$ cat config.mk
export PLATFORM = sky130hd
export DESIGN_NAME = friscv_dcache_wbuf
export DESIGN_NICKNAME = d
export VERILOG_FILES = /design/src/rtl/friscv_pkg.sv /design/src/rtl/friscv_wbuf_entry.sv /design/src/rtl/friscv_dcache_wbuf.sv
export SDC_FILE = /design/constraint.sdc
export NUM_CORES = 1
export LEC_CHECK = 0
export BUFFER_PORTS_ARGS = -buffer_cell sky130_fd_sc_hd__clkbuf_2
export CORE_AREA = 2 2 303 305
export CTS_CLUSTER_DIAMETER = 100
export DETAILED_ROUTE_END_ITERATION = 12
export DIE_AREA = 0 0 305 307
export GPL_TIMING_DRIVEN = 0
export PLACE_DENSITY = 0.76
export RECOVER_POWER = 25
export SYNTH_ARGS = -nofsm -noshare
export SYNTH_HDL_FRONTEND = slang
export SYNTH_SLANG_ARGS = --single-unit
$ cat constraint.sdc
create_clock -name aclk -period 7.8 [get_ports aclk]
set_clock_uncertainty 0.15 [all_clocks]
set_input_delay 0.39 -clock aclk [delete_from_list [all_inputs] [get_ports aclk]]
set_output_delay 0.39 -clock aclk [all_outputs]
set_load 0.01 [all_outputs]
$ cat src/rtl/friscv_pkg.sv
// Shared FRISCV definitions: AXI response codes, write-buffer drain states and
// the helper that turns a data-bus width into a block-offset width.
package friscv_pkg;

   localparam logic [1:0] AxiRespOkay   = 2'b00;
   localparam logic [1:0] AxiRespExOkay = 2'b01;
   localparam logic [1:0] AxiRespSlvErr = 2'b10;
   localparam logic [1:0] AxiRespDecErr = 2'b11;

   typedef enum logic [1:0] {
      StIdle,
      StIssue,
      StWaitB
   } wbuf_state_e;

   function automatic int unsigned blk_off_w(input int unsigned data_w);
      return $clog2(data_w / 8);
   endfunction

endpackage

$ cat src/rtl/friscv_wbuf_entry.sv
// One write-buffer slot: block tag, protection, data, byte strobes and age,
// with byte-granular merge of later writes to the same block.
module friscv_wbuf_entry #(
   parameter int unsigned BLK_W  = 28,
   parameter int unsigned DATA_W = 128,
   parameter int unsigned AGE_W  = 2
) (
   input  logic                  aclk,
   input  logic                  aresetn,
   input  logic                  srst,
   input  logic                  alloc_i,
   input  logic                  merge_i,
   input  logic                  drain_i,
   input  logic                  free_i,
   input  logic [BLK_W-1:0]      blk_i,
   input  logic [2:0]            prot_i,
   input  logic [DATA_W-1:0]     data_i,
   input  logic [DATA_W/8-1:0]   strb_i,
   input  logic [AGE_W-1:0]      age_i,
   output logic                  valid_o,
   output logic                  draining_o,
   output logic [BLK_W-1:0]      blk_o,
   output logic [2:0]            prot_o,
   output logic [DATA_W-1:0]     data_o,
   output logic [DATA_W/8-1:0]   strb_o,
   output logic [AGE_W-1:0]      age_o
);

   logic                valid_q;
   logic                draining_q;
   logic [BLK_W-1:0]    blk_q;
   logic [2:0]          prot_q;
   logic [DATA_W-1:0]   data_q;
   logic [DATA_W-1:0]   data_merge;
   logic [DATA_W/8-1:0] strb_q;
   logic [AGE_W-1:0]    age_q;

   always_comb begin
      data_merge = data_q;
      for (int i = 0; i < DATA_W / 8; i++) begin
         if (strb_i[i]) data_merge[8*i +: 8] = data_i[8*i +: 8];
      end
   end

   always_ff @(posedge aclk or negedge aresetn) begin
      if (!aresetn) begin
         valid_q    <= 1'b0;
         draining_q <= 1'b0;
         blk_q      <= '0;
         prot_q     <= '0;
         data_q     <= '0;
         strb_q     <= '0;
         age_q      <= '0;
      end else if (srst) begin
         valid_q    <= 1'b0;
         draining_q <= 1'b0;
         blk_q      <= '0;
         prot_q     <= '0;
         data_q     <= '0;
         strb_q     <= '0;
         age_q      <= '0;
      end else begin
         if (free_i) begin
            valid_q    <= 1'b0;
            draining_q <= 1'b0;
         end else if (drain_i) begin
            draining_q <= 1'b1;
         end
         if (alloc_i) begin
            valid_q    <= 1'b1;
            draining_q <= 1'b0;
            blk_q      <= blk_i;
            prot_q     <= prot_i;
            data_q     <= data_i;
            strb_q     <= strb_i;
            age_q      <= age_i;
         end else if (merge_i) begin
            data_q <= data_merge;
            strb_q <= strb_q | strb_i;
         end
      end
   end

   assign valid_o    = valid_q;
   assign draining_o = draining_q;
   assign blk_o      = blk_q;
   assign prot_o     = prot_q;
   assign data_o     = data_q;
   assign strb_o     = strb_q;
   assign age_o      = age_q;

endmodule

$ cat src/rtl/friscv_dcache_wbuf.sv
// Posted write buffer between the dcache and memory: merges writes per block,
// drains oldest-first one burst at a time, and holds reads that hit pending data.
module friscv_dcache_wbuf
   import friscv_pkg::*;
#(
   parameter int unsigned AXI_ADDR_W = 32,
   parameter int unsigned AXI_ID_W   = 8,
   parameter int unsigned AXI_DATA_W = 128,
   parameter int unsigned DEPTH      = 4
) (
   input  logic                    aclk,
   input  logic                    aresetn,
   input  logic                    srst,
   input  logic                    s_awvalid,
   output logic                    s_awready,
   input  logic [AXI_ADDR_W-1:0]   s_awaddr,
   input  logic [2:0]              s_awprot,
   input  logic [AXI_ID_W-1:0]     s_awid,
   input  logic                    s_wvalid,
   output logic                    s_wready,
   input  logic [AXI_DATA_W-1:0]   s_wdata,
   input  logic [AXI_DATA_W/8-1:0] s_wstrb,
   output logic                    s_bvalid,
   input  logic                    s_bready,
   output logic [AXI_ID_W-1:0]     s_bid,
   output logic [1:0]              s_bresp,
   input  logic                    s_arvalid,
   output logic                    s_arready,
   input  logic [AXI_ADDR_W-1:0]   s_araddr,
   input  logic [2:0]              s_arprot,
   input  logic [AXI_ID_W-1:0]     s_arid,
   output logic                    s_rvalid,
   input  logic                    s_rready,
   output logic [AXI_ID_W-1:0]     s_rid,
   output logic [1:0]              s_rresp,
   output logic [AXI_DATA_W-1:0]   s_rdata,
   output logic                    m_awvalid,
   input  logic                    m_awready,
   output logic [AXI_ADDR_W-1:0]   m_awaddr,
   output logic [2:0]              m_awprot,
   output logic [AXI_ID_W-1:0]     m_awid,
   output logic                    m_wvalid,
   input  logic                    m_wready,
   output logic [AXI_DATA_W-1:0]   m_wdata,
   output logic [AXI_DATA_W/8-1:0] m_wstrb,
   input  logic                    m_bvalid,
   output logic                    m_bready,
   input  logic [AXI_ID_W-1:0]     m_bid,
   input  logic [1:0]              m_bresp,
   output logic                    m_arvalid,
   input  logic                    m_arready,
   output logic [AXI_ADDR_W-1:0]   m_araddr,
   output logic [2:0]              m_arprot,
   output logic [AXI_ID_W-1:0]     m_arid,
   input  logic                    m_rvalid,
   output logic                    m_rready,
   input  logic [AXI_ID_W-1:0]     m_rid,
   input  logic [1:0]              m_rresp,
   input  logic [AXI_DATA_W-1:0]   m_rdata,
   output logic                    empty,
   output logic                    wr_error
);

   localparam int unsigned OFF_W  = blk_off_w(AXI_DATA_W);
   localparam int unsigned BLK_W  = AXI_ADDR_W - OFF_W;
   localparam int unsigned STRB_W = AXI_DATA_W / 8;
   localparam int unsigned IDX_W  = $clog2(DEPTH);

   logic [DEPTH-1:0]      ent_valid, ent_drain;
   logic [DEPTH-1:0]      ent_alloc, ent_merge, ent_drain_set, ent_free;
   logic [BLK_W-1:0]      ent_blk  [DEPTH];
   logic [2:0]            ent_prot [DEPTH];
   logic [AXI_DATA_W-1:0] ent_data [DEPTH];
   logic [STRB_W-1:0]     ent_strb [DEPTH];
   logic [IDX_W-1:0]      ent_age  [DEPTH];

   wbuf_state_e      state_q;
   logic [IDX_W-1:0] sel_q, head_q, age_q;
   logic             awvalid_q, wvalid_q, bvalid_q, wr_error_q;
   logic [AXI_ID_W-1:0] bid_q;

   logic [BLK_W-1:0] w_blk, ar_blk;
   logic             hit, ar_hit, free_found, old_found;
   logic [IDX_W-1:0] hit_idx, free_idx, old_idx;
   logic             wr_ready, accept, aw_done, w_done;
   logic             unused_bits;

   assign w_blk  = s_awaddr[AXI_ADDR_W-1:OFF_W];
   assign ar_blk = s_araddr[AXI_ADDR_W-1:OFF_W];

   // Ages are handed out in allocation order and entries retire in that order,
   // so the oldest live entry is always the one whose age equals head_q.
   always_comb begin
      hit        = 1'b0;
      hit_idx    = '0;
      ar_hit     = 1'b0;
      free_found = 1'b0;
      free_idx   = '0;
      old_found  = 1'b0;
      old_idx    = '0;
      for (int i = 0; i < DEPTH; i++) begin
         if (ent_valid[i] && !ent_drain[i] && ent_blk[i] == w_blk) begin
            hit     = 1'b1;
            hit_idx = IDX_W'(i);
         end
         if (ent_valid[i] && ent_blk[i] == ar_blk) ar_hit = 1'b1;
         if (!ent_valid[i] && !free_found) begin
            free_found = 1'b1;
            free_idx   = IDX_W'(i);
         end
         if (ent_valid[i] && ent_age[i] == head_q && !old_found) begin
            old_found = 1'b1;
            old_idx   = IDX_W'(i);
         end
      end
   end

   assign wr_ready = (hit || free_found) && !bvalid_q;
   assign accept   = s_awvalid && s_wvalid && wr_ready;
   assign aw_done  = !awvalid_q || m_awready;
   assign w_done   = !wvalid_q || m_wready;

   for (genvar g = 0; g < DEPTH; g++) begin : g_entry
      assign ent_alloc[g]     = accept && !hit && (free_idx == IDX_W'(g));
      assign ent_merge[g]     = accept && hit && (hit_idx == IDX_W'(g));
      assign ent_drain_set[g] = (state_q == StIdle) && old_found && (old_idx == IDX_W'(g));
      assign ent_free[g]      = (state_q == StWaitB) && m_bvalid && (sel_q == IDX_W'(g));

      friscv_wbuf_entry #(
         .BLK_W  (BLK_W),
         .DATA_W (AXI_DATA_W),
         .AGE_W  (IDX_W)
      ) u_entry (
         .aclk       (aclk),
         .aresetn    (aresetn),
         .srst       (srst),
         .alloc_i    (ent_alloc[g]),
         .merge_i    (ent_merge[g]),
         .drain_i    (ent_drain_set[g]),
         .free_i     (ent_free[g]),
         .blk_i      (w_blk),
         .prot_i     (s_awprot),
         .data_i     (s_wdata),
         .strb_i     (s_wstrb),
         .age_i      (age_q),
         .valid_o    (ent_valid[g]),
         .draining_o (ent_drain[g]),
         .blk_o      (ent_blk[g]),
         .prot_o     (ent_prot[g]),
         .data_o     (ent_data[g]),
         .strb_o     (ent_strb[g]),
         .age_o      (ent_age[g])
      );
   end

   always_ff @(posedge aclk or negedge aresetn) begin
      if (!aresetn) begin
         bvalid_q <= 1'b0;
         bid_q    <= '0;
         age_q    <= '0;
      end else if (srst) begin
         bvalid_q <= 1'b0;
         bid_q    <= '0;
         age_q    <= '0;
      end else begin
         if (accept) begin
            bvalid_q <= 1'b1;
            bid_q    <= s_awid;
         end else if (s_bready) begin
            bvalid_q <= 1'b0;
         end
         if (accept && !hit) age_q <= age_q + 1'b1;
      end
   end

   always_ff @(posedge aclk or negedge aresetn) begin
      if (!aresetn) begin
         state_q    <= StIdle;
         sel_q      <= '0;
         head_q     <= '0;
         awvalid_q  <= 1'b0;
         wvalid_q   <= 1'b0;
         wr_error_q <= 1'b0;
      end else if (srst) begin
         state_q    <= StIdle;
         sel_q      <= '0;
         head_q     <= '0;
         awvalid_q  <= 1'b0;
         wvalid_q   <= 1'b0;
         wr_error_q <= 1'b0;
      end else begin
         case (state_q)
            StIdle: begin
               if (old_found) begin
                  sel_q     <= old_idx;
                  awvalid_q <= 1'b1;
                  wvalid_q  <= 1'b1;
                  state_q   <= StIssue;
               end
            end
            StIssue: begin
               if (m_awready) awvalid_q <= 1'b0;
               if (m_wready) wvalid_q <= 1'b0;
               if (aw_done && w_done) state_q <= StWaitB;
            end
            StWaitB: begin
               if (m_bvalid) begin
                  state_q <= StIdle;
                  head_q  <= head_q + 1'b1;
                  if (m_bresp != AxiRespOkay) wr_error_q <= 1'b1;
               end
            end
            default: state_q <= StIdle;
         endcase
      end
   end

   assign s_awready = wr_ready;
   assign s_wready  = wr_ready;
   assign s_bvalid  = bvalid_q;
   assign s_bid     = bid_q;
   assign s_bresp   = AxiRespOkay;

   assign m_awvalid = awvalid_q;
   assign m_awaddr  = {ent_blk[sel_q], {OFF_W{1'b0}}};
   assign m_awprot  = ent_prot[sel_q];
   assign m_awid    = '0;
   assign m_wvalid  = wvalid_q;
   assign m_wdata   = ent_data[sel_q];
   assign m_wstrb   = ent_strb[sel_q];
   assign m_bready  = 1'b1;

   // Reads to a block still held here would see stale memory, so they wait.
   assign m_arvalid = s_arvalid && !ar_hit;
   assign s_arready = m_arready && !ar_hit;
   assign m_araddr  = s_araddr;
   assign m_arprot  = s_arprot;
   assign m_arid    = s_arid;

   assign s_rvalid  = m_rvalid;
   assign m_rready  = s_rready;
   assign s_rid     = m_rid;
   assign s_rresp   = m_rresp;
   assign s_rdata   = m_rdata;

   assign empty    = !(|ent_valid) && (state_q == StIdle);
   assign wr_error = wr_error_q;

   assign unused_bits = ^{m_bid, s_awaddr[OFF_W-1:0]};

endmodule

# Word level (Yosys, flattened, before mapping)
# Cells that the tools add are included.
[op_classes]
n_addsub = 2
n_lt_le_gt_ge = 1
n_eq_ne = 31
muxes = 158
n_bitwise = 5
n_reduce_logical = 236
[op_table]
columns = ["cell", "count"]
rows = [
  ["128-bit 2-to-1 mux", 14],
  ["28-bit 2-to-1 mux", 10],
  ["128-bit binary-select mux with 2-bit select", 1],
  ["28-bit == test", 8],
  ["16-bit 2-to-1 mux", 14],
  ["3-bit nonzero test", 74],
  ["8-bit 2-to-1 mux", 18],
  ["2-bit AND reduction", 66],
  ["16-bit OR", 4],
  ["1-bit 2-to-1 mux", 59],
  ["28-bit binary-select mux with 2-bit select", 1],
  ["2-bit 2-to-1 mux", 26],
  ["1-bit logical AND", 49],
  ["16-bit binary-select mux with 2-bit select", 1],
  ["3-bit 2-to-1 mux", 10],
  ["2-bit nonzero test", 12],
  ["2-bit == test (second input constant)", 9],
  ["1-bit zero test", 18],
  ["4-bit nonzero test", 4],
  ["3-bit != test (second input constant)", 5],
  ["3-bit AND reduction", 4],
  ["2-bit by 1-bit == test with 1-bit output (second input constant)", 5],
  ["2-bit zero test", 5],
  ["2-bit == test", 4],
  ["8 further kinds", 12],
]
[word_totals]
register_bits = 736
inputBits = 391
wordCells = 530

# Depth between registers and ports, before layout
[logic_depth]
ltp_word = 18
ltp_mapped = 12
depth_no_buf = 7

# By module
# A second synthesis with hierarchy kept.
[unflattened]
hier_cells = 3922
area_unflattened_um2 = 44320.0
[modules_own_cells]
columns = ["mod", "instances", "cells_per_inst", "area_per_inst_um2"]
rows = [
  ["friscv_wbuf_entry", 4, 745, 8647.0],
  ["friscv_dcache_wbuf", 1, 942, 9731.8],
]

# Worst setup path after synthesis
# OpenSTA, ideal clock, no wires.
[synth_timing]
kind = "input -> register"
from = "input port s_awaddr[11]"
to = "register g_entry[1].u_entry.data_q[72]"
setup_time_ps = 81
t_arrival_ps = 2802
required_time_ps = 7569
slack_ps = 4767
cell_stages = 10
cell_sequence = "buf_2 -> xor2_1 -> or4_1 -> nor4b_2 -> nand4_2 -> nor3b_1 -> buf_6 -> buf_6 -> a32oi_4 -> mux2i_1"
[synth_between]
elab_chain_len = 13
[synth_lines]
columns = ["element", "line", "rtl"]
rows = [
  ["from (decl)", "friscv_dcache_wbuf.sv:16", "input logic [AXI_ADDR_W-1:0] s_awaddr,"],
  ["28-bit == test", "friscv_dcache_wbuf.sv:102", "if (ent_valid[i] && !ent_drain[i] && ent_blk[i] == w_blk) begin"],
  ["1-bit logical AND", "friscv_dcache_wbuf.sv:102", ""],
  ["1-bit 2-to-1 mux (4 in a row)", "friscv_dcache_wbuf.sv:102", ""],
  ["1-bit logical OR", "friscv_dcache_wbuf.sv:118", "assign wr_ready = (hit || free_found) && !bvalid_q;"],
  ["1-bit logical AND", "friscv_dcache_wbuf.sv:118", ""],
  ["1-bit logical AND", "friscv_dcache_wbuf.sv:119", "assign accept = s_awvalid && s_wvalid && wr_ready;"],
  ["1-bit logical AND (on tied branches) (2 in a row)", "friscv_dcache_wbuf.sv:124, friscv_dcache_wbuf.sv:125", ""],
  ["3-bit nonzero test (no line) / 128-bit 2-to-1 mux (equally long branches)", "--", ""],
  ["2-bit AND reduction (no line) / 128-bit 2-to-1 mux (equally long branches)", "--", ""],
  ["to (signal assigned)", "friscv_wbuf_entry.sv:74", "data_q <= data_i;"],
  ["to (signal assigned)", "friscv_wbuf_entry.sv:78", "data_q <= data_merge;"],
  ["to (decl)", "friscv_wbuf_entry.sv:33", "logic [DATA_W-1:0] data_q;"],
]
# Several ways; a longest one is shown, not always the timed one.
# A chain may end at the register's enable or synchronous reset.

==> metrics.md <==
| Metric | Value |
|---|---|
| DRT antenna net count | 0 |
| CP max stage delay | 3.34 ns |
| Clk sinks | 736 |
| Post-synth top area cell | dfrtp_1 |
| Placer Congestion | 1.03 |
| Pre-Repair DR Iteration Count | 8 |
| Max VDD drop | 0.135 mV |
| Min Tclk post-route | 5.12 ns |
| GR Util met2 | 52.1% |
| Hold Crit Class | input pin to flip-flop |
| Most frequently used flop master after synthesis | dfrtp_1 |
| Slew Viols, Final | 76 |
| Ys Warns | 0 |
| Ys async rst share | 100% |
| Global Route Usage Sum | 33.6% |
| DR vias | 36,094 |
| Synth Area in Adders | 0% |
| Sequential cell area | 18,400 sq um |
| Setup violators final | 0 |
| Final Net Count | 4,979 |
| Placement Setup Slack | 2.97 ns |
| Final routed DRC violation total | 0 |
| Largest family of logic cells by synthesized area | multiplexers |
| I/O pin count | 781 |
| Final Hold Vio Count | 0 |
| H-tree levels | 3 |
| F_max | 0.195 GHz |
| Initial antenna violation count | 25 |
| Final worst-path cycle share | 65.7% |
| Mux share of post-synthesis cell area | 16.3% |
| Layout cells sized above 1 | 20.9% |
| Total CTS buffers | 83 |
| Worst Path Arrival | 5.72 ns |
| Synth unique cells | 54 |
| Hold path start | s_wstrb[14] |
| Longest Clk Path Bufs | 3 |
| Pin count of the biggest net entering global routing | 112 |
| Final worst-path setup slack | 2.68 ns |
| Actual slew at the worst max-slew pin | 4.82 ns |
| CP most frequent cell | buf_16 |
| DRT Wirelength | 161,000 microns |
| PD cells | 189 nW/um^2 |
| Placed cell count | 5,515 |
| First-pass GRT wire length | 234,000 microns |
| Max-Cap Viols | 1 |
| Port Buffers | 545 |
| CP cell instances | dlygate4sd3_1 -> clkbuf_1 -> buf_16 -> buf_16 -> buf_16 |
| Synth Area in Compound Gates | 12.8% |
| Area contributors post-synth | dfrtp_1 (45%), mux4_2 (9.7%), mux2i_1 (6.5%) |
| # fillers | 7,911 |
| Mapped Cells | 3,762 |
| RSZ-0062 raised after global routing | false |
| XOR/XNOR Fraction of Synth Area | 5.06% |
| Average vias per placed instance | 6.16 |
| WS Path Type | input pin to async pin |
| Met1 usage | 42.0% |
| Simple-gate area share of the yosys netlist | 13.4% |
| Reg2Reg Launch Point | g_entry[0].u_entry.blk_o[15]$_DFFE_PN0P_ |
| Die Ht | 307 microns |
| Vias in the first global route | 36,155 |
| Critical path's top delay family | buffers and inverters |
| Total global routing overflow | 0 |
| Drt initial violations | 4,375 |
| Slowest CP cell | clkbuf_1 |
| HPWL Detailed | 115,000 microns |
| CTS resizes | 0 |
| Postcts setup bufs | 0 |
| Commonest non-fill, non-tap cells in the layout | dfrtp_1 (736), clkbuf_1 (428), nand2b_1 (418) |
| Most common cell after layout, fill and taps aside | dfrtp_1 |
| Multi-input logic area | 19,300 sq um |
| GRT busiest layer | met2 |
| Initial Util | 44.7% |
| Clk_lat worst skew | 0.66 ns |
| Register area share after synthesis | 45.5% |
| Core area | 90,700 sq um |
| Startpoint Class | input pin |
| Met3 GRT Util | 9.02% |
| Final Non-Filler Cells | 5,855 |
| Post-Syn Area | 40,500 sq um |
| Status | finished, violations left |
| Worst Path Max Fanout | 111 |
| Clock Tree Root | clkbuf_16 |
| Num rows | 111 |
| Die area | 93,600 sq um |
| CTS tree | built |
| Synth Area per Inst | 10.8 sq um |
| Yosys top cell area share | 45.5% |
| CP Capture Type | async pin |
| Clock slew at reported path FFs | 0.06 ns |
| Worst endpoint required time | 8.40 ns |
| Violated checks | max-capacitance violations, max-slew violations |
| Max_slew headroom | -221% |
| Worst Setup SP | aresetn |
| Bufs and invs on worst path | 5 |
| #FFs+latches synth | 736 |
| Syn-to-layout area delta | 22.0% |
| Routed len/inst | 27.5 microns |
| Die span in x | 305 microns |
| LEAKAGE | 22.4 nW |
| Post-synth EDFFs | 0 |
## stage by stage
stage | total power (W) | hold WS (ns) | setup TNS (ns) | instance area, sq um | util (%)
detailed placement | 0.00513 | 0.322 | 0 | 45000 | 49.6
finish | 0.00934 | 0.0359 | 0 | 49400 | 54.5
global route | 0.00957 | 0.0392 | 0 | 49400 | 54.5
global placement | 0.00511 | 0.316 | -8589.91 | 44800 | 49.4
floorplan | 0.00458 | -0.0556 | 0 | 40500 | -
CTS | 0.00933 | 0.0183 | 0 | 49600 | 54.7
## per-layer routing
metal / routed length, microns / vias up
met5: 138 / -
li1: - / 14986
met4: 11200 / 22
met1: 58800 / 17955
met2: 73200 / 2560
met3: 17600 / 571
## cell families (layout without fill, tap and decap cells)
kind of cell | Yosys count | after routing
AO/OA/AOI/OAI | 840 | 840
multiplexers | 440 | 440
AND/OR/NAND/NOR | 982 | 982
other | 2 | 29
buffers and inverters | 528 | 1408
flip-flops | 736 | 736
XOR/XNOR | 234 | 234
## worst register-to-register path: stages, from the launching register on
cell and delay [ns]:
dfrtp_1 0.46, xor2_1 0.37, or3_1 0.21, nor4_1 0.14, a211oi_1 0.35, and3_1 0.22, clkbuf_1 0.85, clkbuf_1 0.96
clkbuf_1 0.75, o21ai_0 0.26, a21oi_1 0.20
## sequential cells by signal, summed over array words and instances (netlist names)
name,cells
g_entry.u_entry.data_o,512
g_entry.u_entry.blk_o,112
g_entry.u_entry.strb_o,64
g_entry.u_entry.prot_o,12
g_entry.u_entry.age_o,8
s_bid,8
g_entry.u_entry.draining_o,4
g_entry.u_entry.valid_o,4
age_q,2
head_q,2
sel_q,2
state_q,2
m_awvalid,1
m_wvalid,1
s_bvalid,1
wr_error,1
## what timing repair did
action / CTS / global route
setup endpoints to repair: 0 / 0
hold buffers: 173 / 0
hold endpoints to repair: 674 / 0
## synthesized netlist by cell type (16+ instances only)
cell	n
nor2_1	18
clkbuf_1	226
nor3_1	32
xnor2_1	116
nand3_1	285
nand2_1	117
buf_4	200
a22o_1	115
xor2_1	118
mux4_2	175
o21ai_0	292
o21ai_1	17
a21oi_2	16
buf_1	33
nand2b_1	418
mux2i_1	264
nor4_1	43
inv_1	24
o2bb2ai_1	16
dfrtp_1	736
a32oi_4	16
nand4_1	41
buf_2	42
a21oi_1	349
## cell type report
| class | instances | share of cell area [%] |
|---|---|---|
| buffer | 504 | 5.49 |
| inverter | 24 | 0.182 |
| multi-input combinational | 2511 | 39.1 |
| antenna | 14 | 0.0709 |
| tap | 1186 | 3.00 |
| clock buffer | 127 | 5.09 |
| timing repair buffer | 728 | 9.00 |
| sequential | 736 | 37.3 |
| clock inverter | 25 | 0.760 |
## power breakdown
group | total (W) | switching, W | internal, W
combinational | 0.00121 | 0.000759 | 0.000456
sequential | 0.00394 | 0.0000536 | 0.00388
clock | 0.00419 | 0.00170 | 0.00249
total | 0.00934 | 0.00251 | 0.00683
## worst paths after layout
kind | depth (start not counted) | endpoint | slack [ns]
max in group aclk | 12 | s_wready | 2.69
setup / recovery | 5 | g_entry[2].u_entry.data_o[92]$_DFFE_PN0P_ | 2.68
setup reg to reg | 10 | g_entry[3].u_entry.data_o[95]$_DFFE_PN0P_ | 2.80
hold / removal | 3 | g_entry[1].u_entry.strb_o[14]$_DFFE_PN0P_ | 0.04
hold reg to reg | 1 | g_entry[1].u_entry.strb_o[10]$_DFFE_PN0P_ | 0.34
min in group asynchronous | 2 | g_entry[3].u_entry.blk_o[11]$_DFFE_PN0P_ | 1.86
No activity file was read; power rests on OpenSTA's default activity.
